### config.mk
export PLATFORM = sky130hd
export DESIGN_NAME = conv10_sched
export DESIGN_NICKNAME = d
export VERILOG_FILES = /design/src/rtl/conv10_sched_pkg.sv /design/src/rtl/conv10_addr_gen.sv /design/src/rtl/conv10_sched.sv
export SDC_FILE = /design/constraint.sdc
export NUM_CORES = 1
export LEC_CHECK = 0
export CAP_MARGIN = 20
export CORE_AREA = 2 2 101 113
export CTS_BUF_LIST = sky130_fd_sc_hd__clkbuf_8 sky130_fd_sc_hd__clkbuf_16
export CTS_CLUSTER_DIAMETER = 100
export DETAILED_ROUTE_END_ITERATION = 10
export DIE_AREA = 0 0 103 115
export PLACE_DENSITY = 0.46
export SYNTH_ARGS = -nofsm -noshare
export SYNTH_HDL_FRONTEND = slang
export SYNTH_HIERARCHICAL = 1
export SYNTH_SLANG_ARGS = --single-unit
### constraint.sdc
create_clock -name clk -period 3.3 [get_ports clk]
set_clock_uncertainty 0.05 [all_clocks]
set_input_delay 0.825 -clock clk [delete_from_list [all_inputs] [get_ports clk]]
set_output_delay 0.825 -clock clk [all_outputs]
set_load 0.02 [all_outputs]
### src/rtl/conv10_sched_pkg.sv
// Shared state encoding and width helper for the conv10 two-layer scheduler.
// Optional cycle counters are enabled in the top with CONV10_SCHED_PERF_EN.
package conv10_sched_pkg;

    typedef enum logic [2:0] {
        ST_IDLE     = 3'd0,
        ST_RUN1     = 3'd1,
        ST_GAP_WAIT = 3'd2,
        ST_RUN2     = 3'd3,
        ST_DONE     = 3'd4
    } state_t;

    // Address width for a range of `count` values, never narrower than one bit.
    function automatic int width_of(input int count);
        return (count <= 1) ? 1 : $clog2(count);
    endfunction

endpackage

### src/rtl/conv10_addr_gen.sv
// Channel, ifm read-address and ofm write-address counters for the conv10 scheduler.
module conv10_addr_gen
    import conv10_sched_pkg::*;
#(
    parameter int WOUT = 8,
    parameter int CHIN = 736,
    localparam int IFM_W = width_of(CHIN * WOUT * WOUT),
    localparam int OFM_W = width_of(WOUT * WOUT) + 1
) (
    input  logic             clk,
    input  logic             rst,
    input  logic             clear,
    input  logic             advance,
    input  logic             wr_en,
    input  logic             layer_sel,
    output logic [IFM_W-1:0] ifm_rd_addr,
    output logic [OFM_W-1:0] ofm_wr_addr
);

    localparam int CH_W  = width_of(CHIN + 1);
    localparam int LOW_W = OFM_W - 1;
    localparam logic [IFM_W-1:0] IFM_MAX = IFM_W'(CHIN * WOUT * WOUT - 1);
    localparam logic [CH_W-1:0]  CH_LAST = CH_W'(CHIN);

    logic [CH_W-1:0]  chan_q, chan_d;
    logic [IFM_W-1:0] ifm_q, ifm_d;
    logic [LOW_W-1:0] ofm_q, ofm_d;

    always_comb begin
        chan_d = chan_q;
        ifm_d  = ifm_q;
        ofm_d  = ofm_q;
        if (clear) begin
            chan_d = '0;
            ifm_d  = '0;
            ofm_d  = '0;
        end else begin
            if (advance) begin
                chan_d = (chan_q == CH_LAST) ? '0 : chan_q + 1'b1;
                // The datapath clear-bubble slot re-presents the previous address.
                if ((chan_d != CH_LAST) && (ifm_q != IFM_MAX)) begin
                    ifm_d = ifm_q + 1'b1;
                end
            end
            if (wr_en) begin
                ofm_d = ofm_q + 1'b1;
            end
        end
    end

    always_ff @(posedge clk or posedge rst) begin
        if (rst) begin
            chan_q <= '0;
            ifm_q  <= '0;
            ofm_q  <= '0;
        end else begin
            chan_q <= chan_d;
            ifm_q  <= ifm_d;
            ofm_q  <= ofm_d;
        end
    end

    assign ifm_rd_addr = ifm_q;
    assign ofm_wr_addr = {layer_sel, ofm_q};

endmodule

### src/rtl/conv10_sched.sv
// Two-layer conv10 sequencer: RUN1, a fixed idle gap, RUN2, then a one-cycle done.
// Define CONV10_SCHED_PERF_EN to add the cyc_l1/cyc_l2 per-layer cycle counters.
module conv10_sched
    import conv10_sched_pkg::*;
#(
    parameter int WOUT = 8,
    parameter int CHIN = 736,
    parameter int GAP  = 2,
    localparam int IFM_W = width_of(CHIN * WOUT * WOUT),
    localparam int OFM_W = width_of(WOUT * WOUT) + 1
) (
    input  logic             clk,
    input  logic             rst,
    input  logic             start,
    input  logic             conv10_1_finish,
    input  logic             conv10_2_finish,
    input  logic             sample,
    output logic             conv10_1_en,
    output logic             conv10_2_en,
    output logic             ram_feedback_1,
    output logic             ram_feedback_2,
    output logic [IFM_W-1:0] ifm_rd_addr,
    output logic [OFM_W-1:0] ofm_wr_addr,
    output logic             ofm_wr_en,
    output logic             layer_sel,
    output logic             busy,
    output logic             done
`ifdef CONV10_SCHED_PERF_EN
    ,
    output logic [31:0]      cyc_l1,
    output logic [31:0]      cyc_l2
`endif
);

    localparam int GAP_W = width_of(GAP + 1);

    state_t           state_q, state_d;
    logic [GAP_W-1:0] gap_q, gap_d;
    logic             enter_run;

    always_comb begin
        state_d   = state_q;
        gap_d     = gap_q;
        enter_run = 1'b0;
        case (state_q)
            ST_IDLE: begin
                if (start) begin
                    state_d   = ST_RUN1;
                    enter_run = 1'b1;
                end
            end
            ST_RUN1: begin
                if (conv10_1_finish) begin
                    if (GAP == 0) begin
                        state_d   = ST_RUN2;
                        enter_run = 1'b1;
                    end else begin
                        state_d = ST_GAP_WAIT;
                        gap_d   = '0;
                    end
                end
            end
            ST_GAP_WAIT: begin
                if (int'(gap_q) + 1 >= GAP) begin
                    state_d   = ST_RUN2;
                    enter_run = 1'b1;
                end else begin
                    gap_d = gap_q + 1'b1;
                end
            end
            ST_RUN2: begin
                if (conv10_2_finish) begin
                    state_d = ST_DONE;
                end
            end
            ST_DONE: state_d = ST_IDLE;
            default: state_d = ST_IDLE;
        endcase
    end

    always_ff @(posedge clk or posedge rst) begin
        if (rst) begin
            state_q <= ST_IDLE;
            gap_q   <= '0;
        end else begin
            state_q <= state_d;
            gap_q   <= gap_d;
        end
    end

    // Everything is decoded from the registered state so reset zeroes all outputs at once.
    assign busy           = (state_q != ST_IDLE);
    assign conv10_1_en    = (state_q == ST_RUN1);
    assign conv10_2_en    = (state_q == ST_RUN2);
    assign done           = (state_q == ST_DONE);
    assign layer_sel      = (state_q == ST_RUN2) || (state_q == ST_DONE);
    assign ram_feedback_1 = conv10_1_en & conv10_1_finish;
    assign ram_feedback_2 = conv10_2_en & conv10_2_finish;
    assign ofm_wr_en      = sample & busy;

    conv10_addr_gen #(
        .WOUT (WOUT),
        .CHIN (CHIN)
    ) u_addr_gen (
        .clk         (clk),
        .rst         (rst),
        .clear       (enter_run),
        .advance     (conv10_1_en | conv10_2_en),
        .wr_en       (ofm_wr_en),
        .layer_sel   (layer_sel),
        .ifm_rd_addr (ifm_rd_addr),
        .ofm_wr_addr (ofm_wr_addr)
    );

`ifdef CONV10_SCHED_PERF_EN
    logic [31:0] cyc_l1_q, cyc_l1_d, cyc_l2_q, cyc_l2_d;

    always_comb begin
        cyc_l1_d = cyc_l1_q;
        cyc_l2_d = cyc_l2_q;
        if ((state_q == ST_IDLE) && start) begin
            cyc_l1_d = '0;
            cyc_l2_d = '0;
        end else begin
            if (conv10_1_en) cyc_l1_d = cyc_l1_q + 32'd1;
            if (conv10_2_en) cyc_l2_d = cyc_l2_q + 32'd1;
        end
    end

    always_ff @(posedge clk or posedge rst) begin
        if (rst) begin
            cyc_l1_q <= '0;
            cyc_l2_q <= '0;
        end else begin
            cyc_l1_q <= cyc_l1_d;
            cyc_l2_q <= cyc_l2_d;
        end
    end

    assign cyc_l1 = cyc_l1_q;
    assign cyc_l2 = cyc_l2_q;
`endif

endmodule

# == Yosys cells after proc, flatten, opt, wreduce, memory -nomap -nowiden ==
# Index checks and enable logic that the tools add are counted.
# word_totals
reg_bits,37
out_inout_bits,31
elab_cells,57
# classes
add_sub_neg,5
magnitude_cmp,1
eq_ne,12
muxes,19
n_bitwise,4
reduce_logical,11
# op_table
operator,count
$mux W16,3
$mux W10,3
$add A16 B1 Y16 const B,1
$ne A16 B16 Y1 const B,1
$mux W3,4
$mux W6,2
$pmux W3 S4,1
$add A10 B1 Y10 const B,1
$eq A10 B10 Y1 const B,1
$ne A10 B10 Y1 const B,1
$ne A2 B2 Y1 const B,5
$reduce_bool A2 Y1,4
$add A6 B1 Y6 const B,1
$eq A3 B2 Y1 const B,2
$mux W2,2
$pmux W2 S2,1
$reduce_and A4 Y1,1
$add A2 B1 Y3 const B,1
$and A1 B1 Y1,3
$eq A3 B1 Y1 const B,1
$eq A3 B3 Y1 const B,1
$ge A3 B2 Y1 const B,1
$logic_not A3 Y1,1
$reduce_and A3 Y1,1
other kinds (8),9

# == Depth between registers and ports, before layout ==
# depth
word_depth,7
depth_mapped,10

# == Hierarchy ==
# Netlist, hierarchy kept.
# modules_own_cells
module,n_inst,cells_each,area_each_um2,seq_area_each_um2
conv10_addr_gen,1,221,2006.9,800.8
conv10_sched,1,44,394.1,125.1

# == Worst setup path before layout ==
# No wires, ideal clock.
# synth_timing
path_type,register to output
startpoint,reg state_q[0]
endpoint,out ofm_wr_addr[6]
arrival_ns,1.558
required_ns,2.425
setup_slack_ns,0.867
path_stages_with_launch,5
path_buffers,2
cell_sequence,dfrtp_1 > buf_6 > nor3b_1 > or2_1 > buf_4
# synth_via
elab_chain_cells,2
elab_cells_between_ends,3
# synth_rtl
item,line,source
from (decl),conv10_sched.sv:37,"state_t state_q, state_d;"
from (signal assigned),conv10_sched.sv:86,state_q <= state_d;
$eq A3 B3 Y1,-,
named net done,conv10_sched.sv:27,output logic done
$logic_or A1 B1 Y1,conv10_sched.sv:96,assign layer_sel = (state_q == ST_RUN2) || (state_q == ST_DONE);
to (decl),conv10_sched.sv:23,"output logic [OFM_W-1:0] ofm_wr_addr,"
# The timed path passes the listed nets, and every way through them passes these cells.

# == Worst setup path in the final report ==
# layout_timing
startpoint,in conv10_1_finish
endpoint,out ram_feedback_1
# layout_via
elab_chain_cells,1
# layout_rtl
item,line,source
from (decl),conv10_sched.sv:15,"input logic conv10_1_finish,"
$and A1 B1 Y1,conv10_sched.sv:97,assign ram_feedback_1 = conv10_1_en & conv10_1_finish;
to (decl),conv10_sched.sv:20,"output logic ram_feedback_1,"
# No other way between the ends.

==> results.sh <==
export IMPL_placed_cell_area_sq_um=2890
export IMPL_cts_buffer_depth=2
export IMPL_syn_area_sq_um=2400
export IMPL_yosysTopAreaCellShare_pct=38.6
export IMPL_end_kind="output port"
export IMPL_antenna_found_initial=0
export IMPL_die_w_um=103
export IMPL_required_ns=2.42
export IMPL_synth_edf_count=0
export IMPL_drcViolationCount=0
export IMPL_powerDensity_nw_per_um2=662
export IMPL_wl_per_cell_um=12.9
export IMPL_htreeDepth=2
export IMPL_drtAntennaViolNets=0
export IMPL_min_period_ns=3.00
export IMPL_cts_tree="yes"
export IMPL_final_cell_area_sq_um=3050
export IMPL_cts_root_buf="clkbuf_16"
export IMPL_final_core_util_pct=28.4
export IMPL_max_freq_mhz=334
export IMPL_cts_resized=0
export IMPL_drive_above_1_share_pct=10.1
export IMPL_dieArea_sq_um=11800
export IMPL_core_sq_um=10700
export IMPL_p_leak_uw=0.00121
export IMPL_async_flop_share_pct=100
export IMPL_tightestPinTransition_ns=0.497
export IMPL_syn_num_nets=276
export IMPL_nets=307
export IMPL_clk_pin_slew_ns=0.06
export IMPL_synth_distinct_cells=56
export IMPL_hp_class="reg2reg"
export IMPL_worstSetupPathType="in2out"
export IMPL_grt_max_degree=34
export IMPL_grt_remaining_overflow=0
export IMPL_grt_pass1_vias=1929
export IMPL_drt_wl_total_mm=5.71
export IMPL_start_util_pct=22.4
export IMPL_crit_fanout=5
export IMPL_dr_first_iter_drc_count=77
export IMPL_synthFlopType="dfrtp_1"
export IMPL_critPathLaunchType="input port"
export IMPL_vdd_drop_max_v=0.000306
export IMPL_drt_pre_antenna_iters=4
export IMPL_insertedDiodeCount=0
export IMPL_status="finished, final reports clean"
export IMPL_cap_violations=0
export IMPL_yosysSeqAreaShare_pct=38.6
export IMPL_syn_inst=265
export IMPL_setup_viol=0
export IMPL_vias_per_cell=4.57
export IMPL_hold_viol=0
export IMPL_grt_util_all_layers_pct=10.0
export IMPL_ios=37
export IMPL_ys_ff_latch=37
export IMPL_fill_cells=1179
export IMPL_portBuffers=36
export IMPL_post_cts_buffers=0
export IMPL_setup_tns_ns=0
export IMPL_synth_top_area_cell="dfrtp_1"
export IMPL_die_y_um=115
export IMPL_clk_insertion_delay_late_ns=0.28
export IMPL_cts_hold_buf=0
export IMPL_num_vias=2028
export IMPL_critPathArrivalTime_ns=2.12
export IMPL_dpl_hpwl_mm=3.93
export IMPL_yosys_warnings=6
export IMPL_relSlewSlack_pct=66.7
export IMPL_area_growth_pct=26.8
export IMPL_grt_pass1_wl_mm=9.45
export IMPL_synthTopCellsByArea="dfrtp_1 39%, nor2_1 4.5%, a21oi_1 3.8%, mux2_1 3.8%, nor2b_1 2.9%"
export IMPL_cts_inserted_buffers=5
export IMPL_cts_sinks=37
export IMPL_rsz0062_at_grt="no"
export IMPL_place_gp_congestion=0.754
export IMPL_syn_avg_cell_area_sq_um=9.06
export IMPL_timing_final_max_slew_violations=0
export IMPL_post_route_period_util_pct=90.9
export IMPL_row_count=40
[cells in the mapped netlist, types with 6 or more instances]
master,count
dfrtp_1,37
nor2_1,29
a21oi_1,18
nand2_1,18
nor2b_1,11
o21ai_0,11
inv_1,10
mux2_1,8
nand4_1,8
nor3_1,7
buf_2,6
o31ai_1,6
or4_1,6
xor2_1,6
[cell families after synthesis]
kind of cell,Yosys count,share of synthesized area (%)
AO/OA/AOI/OAI,52,14.3
XOR/XNOR,7,2.55
adder cells (fa/ha/maj),5,2.61
buffers and inverters,29,6.51
flip-flops,37,38.6
multiplexers,11,5.00
AND/OR/NAND/NOR,124,30.4
[placed cells by master (no fill, tap or decap), types with 2 or more instances in the layout]
| cell type | count |
|---|---|
| o22ai_1 | 2 |
| nor4_1 | 5 |
| clkbuf_16 | 5 |
| o21ai_1 | 2 |
| a31oi_1 | 2 |
| clkbuf_8 | 2 |
| nor2b_1 | 11 |
| o31ai_1 | 5 |
| xor2_1 | 6 |
| nor4b_2 | 2 |
| nor3b_1 | 5 |
| nand2_1 | 18 |
| nor2_1 | 29 |
| dfrtp_1 | 37 |
| and4_1 | 2 |
| nand2b_1 | 3 |
| and3_2 | 2 |
| clkdlybuf4s50_1 | 36 |
| nand3_1 | 5 |
| buf_4 | 6 |
| and3_1 | 4 |
| nor3_1 | 6 |
| or4_1 | 6 |
| inv_1 | 10 |
| mux2_1 | 8 |
| mux2i_1 | 3 |
| a21oi_1 | 18 |
| o21ai_0 | 11 |
| ha_1 | 5 |
| nand4_1 | 8 |
| a2bb2oi_1 | 2 |
| or3_1 | 4 |
| and2_1 | 2 |
[metrics by stage]
stage	power, uW	hold WS [ns]	setup WS [ns]	cells
final	2020	0.510	0.302	444
after CTS	2050	0.517	0.296	444
after detailed placement	1530	0.507	0.296	436
after floorplan	1260	0.466	0.867	265
after global placement	1520	0.501	0.307	436
after global routing	2170	0.560	0.260	444
[final cells by class]
cell class / instances / area (sq um) / share of cell area (%)
Clock buffer: 7 / 153 / 5.01
Clock inverter: 1 / 5.00 / 0.164
Inverter: 11 / 43.8 / 1.44
Multi-Input combinational cell: 199 / 1330 / 43.6
Sequential cell: 37 / 926 / 30.4
Tap cell: 147 / 184 / 6.04
Timing Repair Buffer: 42 / 405 / 13.3
[metal layers]
metal  global-route usage (%)  share of wire (%)  vias to the layer above
met5                        0                  0                        -
met4                     3.16               0.82                        0
met3                     2.43                3.4                        2
met2                     16.0                 49                       42
met1                     13.4                 47                      970
li1                         -                  -                     1014
[worst max-delay path, cell delays in order]
cell             delay (ns)
clkdlybuf4s50_1        0.45
nand2b_1               0.12
nor2_1                 0.11
clkdlybuf4s50_1        0.61
[path summary, 6_finish.rpt]
check                           cells past startpoint                             start                                      to  slack, ns
worst max-delay path                                4                   conv10_1_finish                          ram_feedback_1       0.30
worst min-delay path                                2   u_addr_gen/ofm_q[5]$_DFFE_PP0P_         u_addr_gen/ofm_q[5]$_DFFE_PP0P_       0.51
worst max register to register                      8  u_addr_gen/chan_q[0]$_DFFE_PP0P_  u_addr_gen/ifm_rd_addr[15]$_DFFE_PP0P_       0.58
worst min register to register                      2   u_addr_gen/ofm_q[5]$_DFFE_PP0P_         u_addr_gen/ofm_q[5]$_DFFE_PP0P_       0.51
max in group asynchronous                           3                               rst   u_addr_gen/ifm_rd_addr[4]$_DFFE_PP0P_       1.94
min in group asynchronous                           2                               rst                  state_q[1]$_DFFE_PP0P_       0.74
[state kept, by name, summed over array words and instances (netlist names)]
signal                  flops
gap_q                       2
state_q                     3
u_addr_gen/ofm_q            6
u_addr_gen/chan_q          10
u_addr_gen/ifm_rd_addr     16
[power breakdown]
part	leakage [uW]	total (uW)	internal (uW)	switching [uW]
Sequential	0.000504	647	524	124
Combinational	0.000630	865	376	489
Clock	0.0000799	503	320	183
Total	0.00121	2020	1220	796
Power figures use the tool's default switching activity.
